### src/rtl/lc3_pkg.sv
// Shared LC-3 decode definitions: opcode enum, control field encodings and the
// execute-control bundle layout.
package lc3_pkg;

   typedef enum logic [3:0] {
      OpBr   = 4'h0,
      OpAdd  = 4'h1,
      OpLd   = 4'h2,
      OpSt   = 4'h3,
      OpRsv4 = 4'h4,
      OpAnd  = 4'h5,
      OpLdr  = 4'h6,
      OpStr  = 4'h7,
      OpRsv8 = 4'h8,
      OpNot  = 4'h9,
      OpLdi  = 4'hA,
      OpSti  = 4'hB,
      OpJmp  = 4'hC,
      OpRsvD = 4'hD,
      OpLea  = 4'hE,
      OpRsvF = 4'hF
   } op_t;

   localparam logic [1:0] AluAdd = 2'b00;
   localparam logic [1:0] AluAnd = 2'b01;
   localparam logic [1:0] AluNot = 2'b10;

   localparam logic [1:0] PcSel1None = 2'b00;
   localparam logic [1:0] PcSel1Off6 = 2'b01;
   localparam logic [1:0] PcSel1Off9 = 2'b10;

   localparam logic PcSel2Base = 1'b0;
   localparam logic PcSel2Npc  = 1'b1;

   localparam logic [1:0] WbAlu = 2'b00;
   localparam logic [1:0] WbMem = 2'b01;
   localparam logic [1:0] WbPc  = 2'b10;

   // Field order matches the E_control bus, MSB first.
   typedef struct packed {
      logic [1:0] alu;
      logic [1:0] pcsel1;
      logic       pcsel2;
      logic       op2sel;
   } e_ctrl_t;

endpackage

### src/rtl/lc3_decode_ctrl.sv
// Combinational opcode-to-control mapping for the LC-3 decode stage.
module lc3_decode_ctrl
   import lc3_pkg::*;
(
   input  logic [3:0] opcode_i,
   input  logic       imm_flag_i,
   output logic [5:0] e_control_o,
   output logic [1:0] w_control_o,
   output logic       mem_control_o,
   output logic       illegal_o
);

   op_t     op;
   e_ctrl_t e_ctrl;

   assign op = op_t'(opcode_i);

   always_comb begin
      e_ctrl        = '0;
      w_control_o   = WbAlu;
      mem_control_o = 1'b0;
      illegal_o     = 1'b0;
      unique case (op)
         OpAdd: begin
            e_ctrl.alu    = AluAdd;
            e_ctrl.op2sel = ~imm_flag_i;
         end
         OpAnd: begin
            e_ctrl.alu    = AluAnd;
            e_ctrl.op2sel = ~imm_flag_i;
         end
         OpNot: begin
            e_ctrl.alu = AluNot;
         end
         OpLd: begin
            e_ctrl.pcsel1 = PcSel1Off9;
            e_ctrl.pcsel2 = PcSel2Npc;
            w_control_o   = WbMem;
         end
         OpLdi: begin
            e_ctrl.pcsel1 = PcSel1Off9;
            e_ctrl.pcsel2 = PcSel2Npc;
            w_control_o   = WbMem;
            mem_control_o = 1'b1;
         end
         OpLea: begin
            e_ctrl.pcsel1 = PcSel1Off9;
            e_ctrl.pcsel2 = PcSel2Npc;
            w_control_o   = WbPc;
         end
         OpSt, OpBr: begin
            e_ctrl.pcsel1 = PcSel1Off9;
            e_ctrl.pcsel2 = PcSel2Npc;
         end
         OpSti: begin
            e_ctrl.pcsel1 = PcSel1Off9;
            e_ctrl.pcsel2 = PcSel2Npc;
            mem_control_o = 1'b1;
         end
         OpLdr: begin
            e_ctrl.pcsel1 = PcSel1Off6;
            e_ctrl.pcsel2 = PcSel2Base;
            w_control_o   = WbMem;
         end
         OpStr: begin
            e_ctrl.pcsel1 = PcSel1Off6;
            e_ctrl.pcsel2 = PcSel2Base;
         end
         OpJmp: begin
            e_ctrl.pcsel1 = PcSel1None;
            e_ctrl.pcsel2 = PcSel2Base;
         end
         OpRsv4, OpRsv8, OpRsvD, OpRsvF: begin
            illegal_o = 1'b1;
         end
      endcase
   end

   assign e_control_o = e_ctrl;

endmodule

### src/rtl/lc3_decode.sv
// LC-3 decode stage: registers the fetched instruction, its NPC and the decoded
// execute/writeback/memory controls with one cycle of latency.
module lc3_decode
   import lc3_pkg::*;
(
   input  logic        clock,
   input  logic        reset,
   input  logic        enable_decode,
   input  logic [15:0] dout,
   input  logic [15:0] npc_in,
   output logic [15:0] IR,
   output logic [15:0] npc_out,
   output logic [5:0]  E_control,
   output logic [1:0]  W_control,
   output logic        Mem_control,
   output logic        decode_valid,
   output logic        illegal
);

   logic [5:0]  e_control_d;
   logic [1:0]  w_control_d;
   logic        mem_control_d;
   logic        illegal_d;

   logic [15:0] ir_q;
   logic [15:0] npc_q;
   logic [5:0]  e_control_q;
   logic [1:0]  w_control_q;
   logic        mem_control_q;
   logic        valid_q;
   logic        illegal_q;

   lc3_decode_ctrl u_ctrl (
      .opcode_i      (dout[15:12]),
      .imm_flag_i    (dout[5]),
      .e_control_o   (e_control_d),
      .w_control_o   (w_control_d),
      .mem_control_o (mem_control_d),
      .illegal_o     (illegal_d)
   );

   // Payload registers only advance on an accepted instruction; the valid
   // flag tracks enable_decode every cycle.
   always_ff @(posedge clock) begin
      if (reset) begin
         ir_q          <= '0;
         npc_q         <= '0;
         e_control_q   <= '0;
         w_control_q   <= '0;
         mem_control_q <= 1'b0;
         valid_q       <= 1'b0;
         illegal_q     <= 1'b0;
      end else begin
         valid_q <= enable_decode;
         if (enable_decode) begin
            ir_q          <= dout;
            npc_q         <= npc_in;
            e_control_q   <= e_control_d;
            w_control_q   <= w_control_d;
            mem_control_q <= mem_control_d;
            illegal_q     <= illegal_d;
         end
      end
   end

   assign IR           = ir_q;
   assign npc_out      = npc_q;
   assign E_control    = e_control_q;
   assign W_control    = w_control_q;
   assign Mem_control  = mem_control_q;
   assign decode_valid = valid_q;
   assign illegal      = illegal_q;

endmodule

### config.mk
export PLATFORM = sky130hd
export DESIGN_NAME = lc3_decode
export DESIGN_NICKNAME = d
export VERILOG_FILES = /design/src/rtl/lc3_pkg.sv /design/src/rtl/lc3_decode_ctrl.sv /design/src/rtl/lc3_decode.sv
export SDC_FILE = /design/constraint.sdc
export NUM_CORES = 1
export LEC_CHECK = 0
export ABC_AREA = 1
export ABC_CLOCK_PERIOD_IN_PS = 1900
export BUFFER_PORTS_ARGS = -buffer_cell sky130_fd_sc_hd__clkbuf_2
export CORE_ASPECT_RATIO = 0.7
export CORE_UTILIZATION = 48
export DETAILED_ROUTE_END_ITERATION = 16
export PLACE_DENSITY = 0.88
export SLEW_MARGIN = 20
export SYNTH_ARGS = -nofsm -noshare
export SYNTH_HDL_FRONTEND = slang
export SYNTH_SLANG_ARGS = --single-unit
### constraint.sdc
create_clock -name clock -period 1.9 [get_ports clock]
set_input_delay 0.38 -clock clock [delete_from_list [all_inputs] [get_ports clock]]
set_output_delay 0.38 -clock clock [all_outputs]
set_load 0.01 [all_outputs]
Yosys cells after proc, flatten, opt, wreduce, memory -nomap -nowiden

Cells that the tools add are included.

Flip-flop bits (word level): 43
Word-level logic and storage cells: 35

Mux-type cells: 6
Reductions and logical operators: 7
Bitwise operators: 1
Eq/ne operators: 14

Operator list:

| operator           | count |
|---|---|
| $eq 4x4->1 const B | 7 |
| $eq 4x3->1 const B | 4 |
| $eq 4x2->1 const B | 2 |
| $pmux 2 s2         | 2 |
| $pmux 3 s2         | 1 |
| $reduce_or 2->1    | 3 |
| $reduce_or 6->1    | 1 |
| $eq 4x1->1 const B | 1 |
| $logic_not 4->1    | 1 |
| $reduce_or 4->1    | 1 |
| $mux 1             | 3 |
| $reduce_or 3->1    | 1 |
| $not 1->1          | 1 |

Depth between registers and ports, before layout

Gate-level depths: netlist of the first run.

Word-level depth: 3
Depth in mapped cells: 5
Mapped depth without buffers: 5

By module

From an unflattened synthesis of the first run, not the netlist that was laid out.

Cell total of the unflattened synthesis: 295
Area, all modules: 1831.8 um^2

By module, submodules not included:

| module          | seq. area each (um^2) | cells an instance | area an instance (um^2) | instances |
|---|---|---|---|---|
| lc3_decode      | 860.8                 | 269               | 1724.2                  | 1 |
| lc3_decode_ctrl | 0.0                   | 26                | 107.6                   | 1 |

Worst setup path before layout of the first run

No wires, ideal clock.

Path kind: input-to-reg
Start: in enable_decode
End: reg ir_q[10], in the netlist IR[10]
Path buffers: 2
Arrival: 806 ps
Slack: 978 ps
Stages on the path: 4
Setup time: 116 ps
Cells stage by stage: buf_6 -> buf_6 -> o21ai_0 -> nor2_1

RTL lines:

| element              | RTL line         | RTL |
|---|---|---|
| start, declared      | lc3_decode.sv:8  | `input logic enable_decode,` |
| end signal, assigned | lc3_decode.sv:56 | `ir_q <= dout;` |
| end, declared        | lc3_decode.sv:25 | `logic [15:0] ir_q;` |

Final worst setup path of the first run

Start: reg ir_q[9], in the netlist IR[9]
End: out IR[9]

RTL lines:

| element       | RTL line         | RTL |
|---|---|---|
| end, declared | lc3_decode.sv:11 | `output logic [15:0] IR,` |

No word-level cell between the ends.

==> results of run 1 <==
[power groups by stage]
stage          logic (uW)  clock network [uW]  registers (uW)
6_report              241                 661             960
5_1_grt               271                 711             966
4_1_cts               243                 671             959
3_5_place_dp          242                   0             978
3_3_place_gp          234                   0             979
2_1_floorplan         110                   0            1000
[layer usage]
| layer | global-route usage, % | share of wire (%) |
|---|---|---|
| met1 | 28.3 | 48 |
| met2 | 35.1 | 43 |
| met3 | 7.16 | 7.3 |
| met4 | 9.33 | 1.8 |
| met5 | 0 | 0 |
[cell type report]
type	instances	area [um2]
multi-input cells	136	588
well taps	36	45.0
inverters	9	33.8
fillers	256	902
repair buffers	82	423
flip-flops and latches	42	841
clock buffers	8	110
[placed cells by master, fill, tap and decap left out]
| master | count |
|---|---|
| a211oi_1 | 1 |
| a21oi_1 | 11 |
| buf_4 | 5 |
| clkbuf_2 | 77 |
| clkbuf_8 | 8 |
| dfxtp_1 | 42 |
| inv_1 | 9 |
| nand2_1 | 26 |
| nand2_2 | 1 |
| nand2_4 | 1 |
| nand3_1 | 2 |
| nor2_1 | 61 |
| nor2_4 | 1 |
| o21ai_0 | 31 |
| o21ai_1 | 1 |
[stage by stage]
stage / power (uW) / utilization, % / hold WS (ns) / setup WS (ns)
after CTS: 1870 / 69.3 / 0.303 / 0.722
after global routing: 1950 / 69.3 / 0.314 / 0.686
final: 1860 / 69.3 / 0.306 / 0.702
after detailed placement: 1220 / 65.6 / 0.458 / 0.524
after global placement: 1210 / 65.6 / 0.450 / 0.573
after floorplan: 1110 / - / 0.483 / 0.978
[final timing paths]
check	end	slack, ns
worst min register to register	E_control[5]	0.47
worst min-delay path	npc_out[7]	0.31
worst max register to register	npc_out[5]	1.15
worst max-delay path	IR[9]	0.70
[registers in the layout, indices dropped and copies added, names as in the netlist]
name,cells
illegal,1
Mem_control,1
decode_valid,1
E_control,5
W_control,2
IR,16
npc_out,16
[kinds of logic after synthesis]
kind of cell | Yosys count
DFF | 42
and+or+nand+nor | 92
buffers and inverters | 22
AOI/OAI and AO/OA | 44
==> summary.md, run 1 <==
| Metric | Value |
|---|---|
| Worst hold path type | in -> reg |
| Sw power | 461 uW |
| Top post-synthesis cells by count | 61 x nor2_1, 42 x dfxtp_1, 31 x o21ai_0 |
| RSZ-0062 raised after global routing | false |
| DRC viols | 0 |
| Clk buf depth | 2 |
| Min cycle time layout | between 1 and 1.5 ns |
| Crit. Startpoint | IR[9] |
| Non-filler cells in the finished layout | 313 |
| Antenna Diode Count | 0 |
| Sink Count | 42 |
| Adder-cell share of the synthesized area | 0% |
| MaxCap Viol Count | 0 |
| CTS resizes | 0 |
| Largest net degree at the start of global routing | 24 |
| Setup crit end kind | primary output |
| Library cells used by synthesis | 17 |
| Slowest-stage cell, CP | dfxtp_1 |
| Hold_buf cts | 0 |
| Achievable frequency | 0.835 GHz |
| Placed Cells incl. Taps | just over 300 |
| XOR/XNOR share of the synthesized area | 0% |
| P_int | about 1400 uW |
| Antenna viol nets, final | 0 |
| Layout cell share with drive strength beyond 1 | approximately 34% |
| Initial antenna violation count | 0 |
| Mapped cell area | 1560 um2 |
| Relative slew slack | 72.1% |
| CORE AREA | 2940 um2 |
| Main combinational cell family by area after synthesis | simple AND/OR/NAND/NOR gates |
| GRT Overall Usage | 22.3% |
| CP delay by family, top | flip-flops |
| Outcome | finished clean |
| Routed WL | about 3600 um |
| Nets@finish | 311 |
| Synth Area in Simple Gates | 23.5% |
| Total number of vias | 1536 |
| Crit path kind | reg -> out |
| Switching share of power | between 20% and 30% |
| Min-delay src | npc_in[7] |
| Final Skew | 0 ns |
| Initial core utilization | a little over half |
| Max Slew Vio Count | 0 |
| Post-CTS setup buffers | 0 |
| Setup TNS | 0 ns |
| Post-synth EDFFs | 0 |
| Area Overhead vs Synth | 31.1% |
| Synth Flop Type | dfxtp_1 |
| 1st-pass router iterations | 4 |
| Pwr/cell area | ~910 nW/um2 |
| Mapped Cells | 200 |
| Endpoints failing hold | 0 |
| Mean Syn Cell Area | 7.78 um2 |
| PortBufs | 77 |
| Max IR drop VDD | approximately 0.00055 V |
| Total stage count of the critical path | 1 |
| Root Driver | clkbuf_8 |
| Synth Area in Compound Gates | 14.3% |
| Die ar. | about 3500 um2 |
| Synthesized flop and latch total | between 40 and 50 |
| Most frequent cell after synthesis | nor2_1 |
| Worst-path clk slew | 0.08 ns |
| Row Count | 16 |
| Area share of the largest cell type after synthesis | around 54% |
| IO Count | between 70 and 80 |
| Maximum fanout along the worst path | 2 |
| Logic pwr share | 12.9% |
| Post-DR vias/cell | around 4.9 |
| Vias in the first global route | 1405 |
| Warnings from Yosys | 0 |
| Worst Tran Pin Value | 0.418 ns |
| Reg2reg start | npc_out[5] |
| Clk pwr share | 35.5% |
| First-pass GRT wire length | between 6000 and 7000 um |
| Endpoints failing setup | 0 |
| WP buf/inv | 1 |
| TritonCTS clock tree | built |
| H-tree levels | 2 |
| Syn_nets | 235 |
| Dpl cell area | a little under 2000 um2 |
| Power share of the sequential group | 51.5% |
| Wire per inst | 11.3 um |
| Critical Path RT | 1.52 ns |
| CP max stage delay | 0.38 ns |
| Total grt overflow | 0 |
| Die X | 70.1 um |
| Num CTS Buffers | 5 |
| Sequential fraction of the synthesis area | 54.0% |
| P_leak | about 0.0011 uW |
| Ys async rst share | 0% |
| Initial DRC count | 96 |
| Worst r2r path cells | 2 |
| Post-synthesis mux area share | 0% |
| Final instance area | 2040 um2 |
| Biggest area consumer among synthesized cells | dfxtp_1 |
| Fin crit share | between 60% and 70% |
| Arrival time worst endpoint | 0.82 ns |
| Synth top area cells | dfxtp_1 54%, nor2_1 15%, o21ai_0 10%, nand2_1 6.3%, buf_6 3.6% |
| CP Launch Type | flip-flop |
| DP HPWL | 2540 um |
| CP cell instances | clkbuf_2 |
| Worst-Skew Late Latency | 0.29 ns |
| Hold depth | 3 |
| Die height | 49.6 um |
| GP Congestion | 0.809 |
(Power assumes the default switching activity.)
==> run 2, diff against run 1 <==
--- a/config.mk
+++ b/config.mk
@@ -6,12 +6,12 @@
 export NUM_CORES = 1
 export LEC_CHECK = 0
 export ABC_AREA = 1
-export ABC_CLOCK_PERIOD_IN_PS = 1900
+export ABC_CLOCK_PERIOD_IN_PS = 1200
 export BUFFER_PORTS_ARGS = -buffer_cell sky130_fd_sc_hd__clkbuf_2
 export CORE_ASPECT_RATIO = 0.7
-export CORE_UTILIZATION = 48
+export CORE_UTILIZATION = 44
 export DETAILED_ROUTE_END_ITERATION = 16
-export PLACE_DENSITY = 0.88
+export PLACE_DENSITY = 0.82
 export SLEW_MARGIN = 20
 export SYNTH_ARGS = -nofsm -noshare
 export SYNTH_HDL_FRONTEND = slang
==> constraint.sdc (replaced) <==
create_clock -name clock -period 1.2 [get_ports clock]
set_input_delay 0.24 -clock clock [delete_from_list [all_inputs] [get_ports clock]]
set_output_delay 0.24 -clock clock [all_outputs]
set_load 0.01 [all_outputs]
==> run 2 against run 1 <==
- design area rose by 0.86%
- flip-flop and latch count did not move
- die area rose by 8.8%
- total power rose by 49%
- largest cell class unchanged
==> summary.md, run 2 (synthesis results as in run 1) <==
| Metric | Value |
|---|---|
| Fin worst setup slack | 0.165 ns (-0.537 ns) |
| PortBufs | 77 (unchanged) |
| CP max stage delay | 0.36 ns (-0.02 ns) |
| Pwr/cell area | 1350 nW/um2 (+48%) |
| Clk buf depth | 2 (unchanged) |
| Worst Tran Pin Value | 0.178 ns (-0.240 ns) |
| CP delay by family, top | flip-flops |
| Achievable frequency | 0.966 GHz |
| Num CTS Buffers | 5 (unchanged) |
| Non-filler cells in the finished layout | 326 (+4.2%) |
| CTS resizes | 0 (unchanged) |
| Placed Cells incl. Taps | 318 (+4.3%) |
| Maximum fanout along the worst path | 2 (unchanged) |
| Crit. Startpoint | W_control[1] |
| Dpl ws | 0.181 ns (-0.343 ns) |
| Root Driver | clkbuf_8 |
| Worst-Skew Late Latency | 0.28 ns (about the same) |
| Wire per inst | 11.1 um (-2.6%) |
| Total grt overflow | 0 (unchanged) |
| Setup TNS | 0 ns (unchanged) |
| Post-CTS setup buffers | 0 (unchanged) |
| Total number of vias | 1491 (-2.9%) |
| Die height | 51.8 um (+4.3%) |
| Largest net degree at the start of global routing | 33 (+38%) |
| Min-delay src | dout[11] |
| Layout cell share with drive strength beyond 1 | 33.7% (+0.12 points) |
| Fin crit share | 86.2% |
| Crit path kind | reg -> out |
| Commonest non-fill, non-tap cell in the layout | clkbuf_2 |
| First-pass GRT wire length | 5800 um (-5.1%) |
| MaxCap Viol Count | 0 (unchanged) |
| DP HPWL | 2600 um (+2.5%) |
| GP Congestion | 0.803 (-0.74%) |
| Worst Setup EP | W_control[1] |
| Row Count | 17 (+1) |
| Area Overhead vs Synth | 32.2% |
| TritonCTS clock tree | built |
| Flop2flop setup slack | 0.55 ns (-0.60 ns) |
| Total stage count of the critical path | 1 (unchanged) |
| Endpoints failing hold | 0 (unchanged) |
| Nets@finish | 313 (+0.64%) |
| 1st-pass router iterations | 4 (unchanged) |
| Initial antenna violation count | 0 (unchanged) |
| Endpoints failing setup | 0 (unchanged) |
| Die X | 73.1 um (+4.3%) |
| DRC viols | 0 (unchanged) |
| Initial DRC count | 46 (-52%) |
| P_leak | 0.00106 uW (+0.17%) |
| CORE AREA | 3250 um2 (+11%) |
| Antenna Diode Count | 0 (unchanged) |
| Min cycle time layout | 1.03 ns |
| Routed WL | 3600 um (+1.5%) |
| CP Launch Type | flip-flop |
| WP buf/inv | 1 (unchanged) |
| Most frequent cells in the layout | 77 x clkbuf_2, 61 x nor2_1, 42 x dfxtp_1 |
| Relative slew slack | 88.0% (+16 points) |
| Final hold slack | 0.165 ns (-0.141 ns) |
| Reg2Reg Capture Point | IR[9] |
| RSZ-0062 raised after global routing | false |
| Slowest-stage cell, CP | dfxtp_1 |
| IO Count | 78 (unchanged) |
| Antenna viol nets, final | 0 (unchanged) |
| Worst hold path type | in -> reg |
| Fillers | 302 (+18%) |
| GRT Overall Usage | 21.1% (-1.2 points) |
| H-tree levels | 2 (unchanged) |
| Hold_buf cts | 0 (unchanged) |
| Critical Path RT | 0.96 ns (-0.56 ns) |
| Vias in the first global route | 1351 (-3.8%) |
| Die ar. | 3780 um2 (+8.8%) |
| Arrival time worst endpoint | 0.79 ns (-0.03 ns) |
| Initial core utilization | 47.8% (-5.1 points) |
| Reg2reg start | IR[9] |
| Post-DR vias/cell | 4.57 (-6.8%) |
| Final Skew | 0 ns (unchanged) |
| Max IR drop VDD | 0.000662 V (+20%) |
| Setup crit end kind | primary output |
| Worst-path clk slew | 0.08 ns (about the same) |
| Sink Count | 42 (unchanged) |
| Outcome | finished clean |
| Worst r2r path cells | 2 (unchanged) |
| Max Slew Vio Count | 0 (unchanged) |
| CP cell instances | clkbuf_2 |
run 2: cell count changes in the layout (fill, tap and decap cells not counted):
| cell | delta |
|---|---|
| clkbuf_8 | -3 |
| clkinv_2 | +1 |
| buf_4 | +1 |
| clkbuf_1 | +1 |
| clkinv_4 | +1 |
| buf_12 | +1 |
run 2: metal layers:
| layer | vias up | part of all wire (%) | global-route usage (%) |
|---|---|---|---|
| met3 | 2 | 9.1 | 9.69 |
| met2 | 61 | 44 | 34.3 |
| met5 | - | 0 | 0 |
| met4 | 0 | 0.39 | 7.84 |
| met1 | 646 | 47 | 24.5 |
| li1 | 782 | - | - |
run 2: stage by stage:
stage | util [%] | cell area (um2) | total power (uW)
floorplan | - | 1560 | 1760
global placement | 60.6 | 1970 | 1930
detailed placement | 60.6 | 1970 | 1940
CTS | 63.2 | 2060 | 2820
global route | 63.2 | 2060 | 2940
finish | 63.2 | 2060 | 2780
run 2: worst min path at each step:
stage,endpoint,slack (ns),cells after the start
after floorplan,IR[0],0.37,2
after global placement,E_control[2],0.45,2
after detailed placement,E_control[5],0.46,2
after CTS,IR[6],0.15,3
after global routing,IR[4],0.15,3
final,IR[11],0.17,3
run 2: area by class of cell:
type	count	area, um2	area share (%)
clock buffers	6	72.6	3.53
clock inverters	2	13.8	0.669
inverters	9	33.8	1.64
multi-input cells	136	588	28.6
flip-flops and latches	42	841	40.9
well taps	47	58.8	2.86
repair buffers	84	450	21.9
run 2: power breakdown:
group | total, uW | internal, uW | leakage [uW] | switching (uW)
clock | 871 | 410 | 0.0000452 | 461
sequential | 1520 | 1480 | 0.000348 | 42.9
combinational | 389 | 168 | 0.000665 | 221
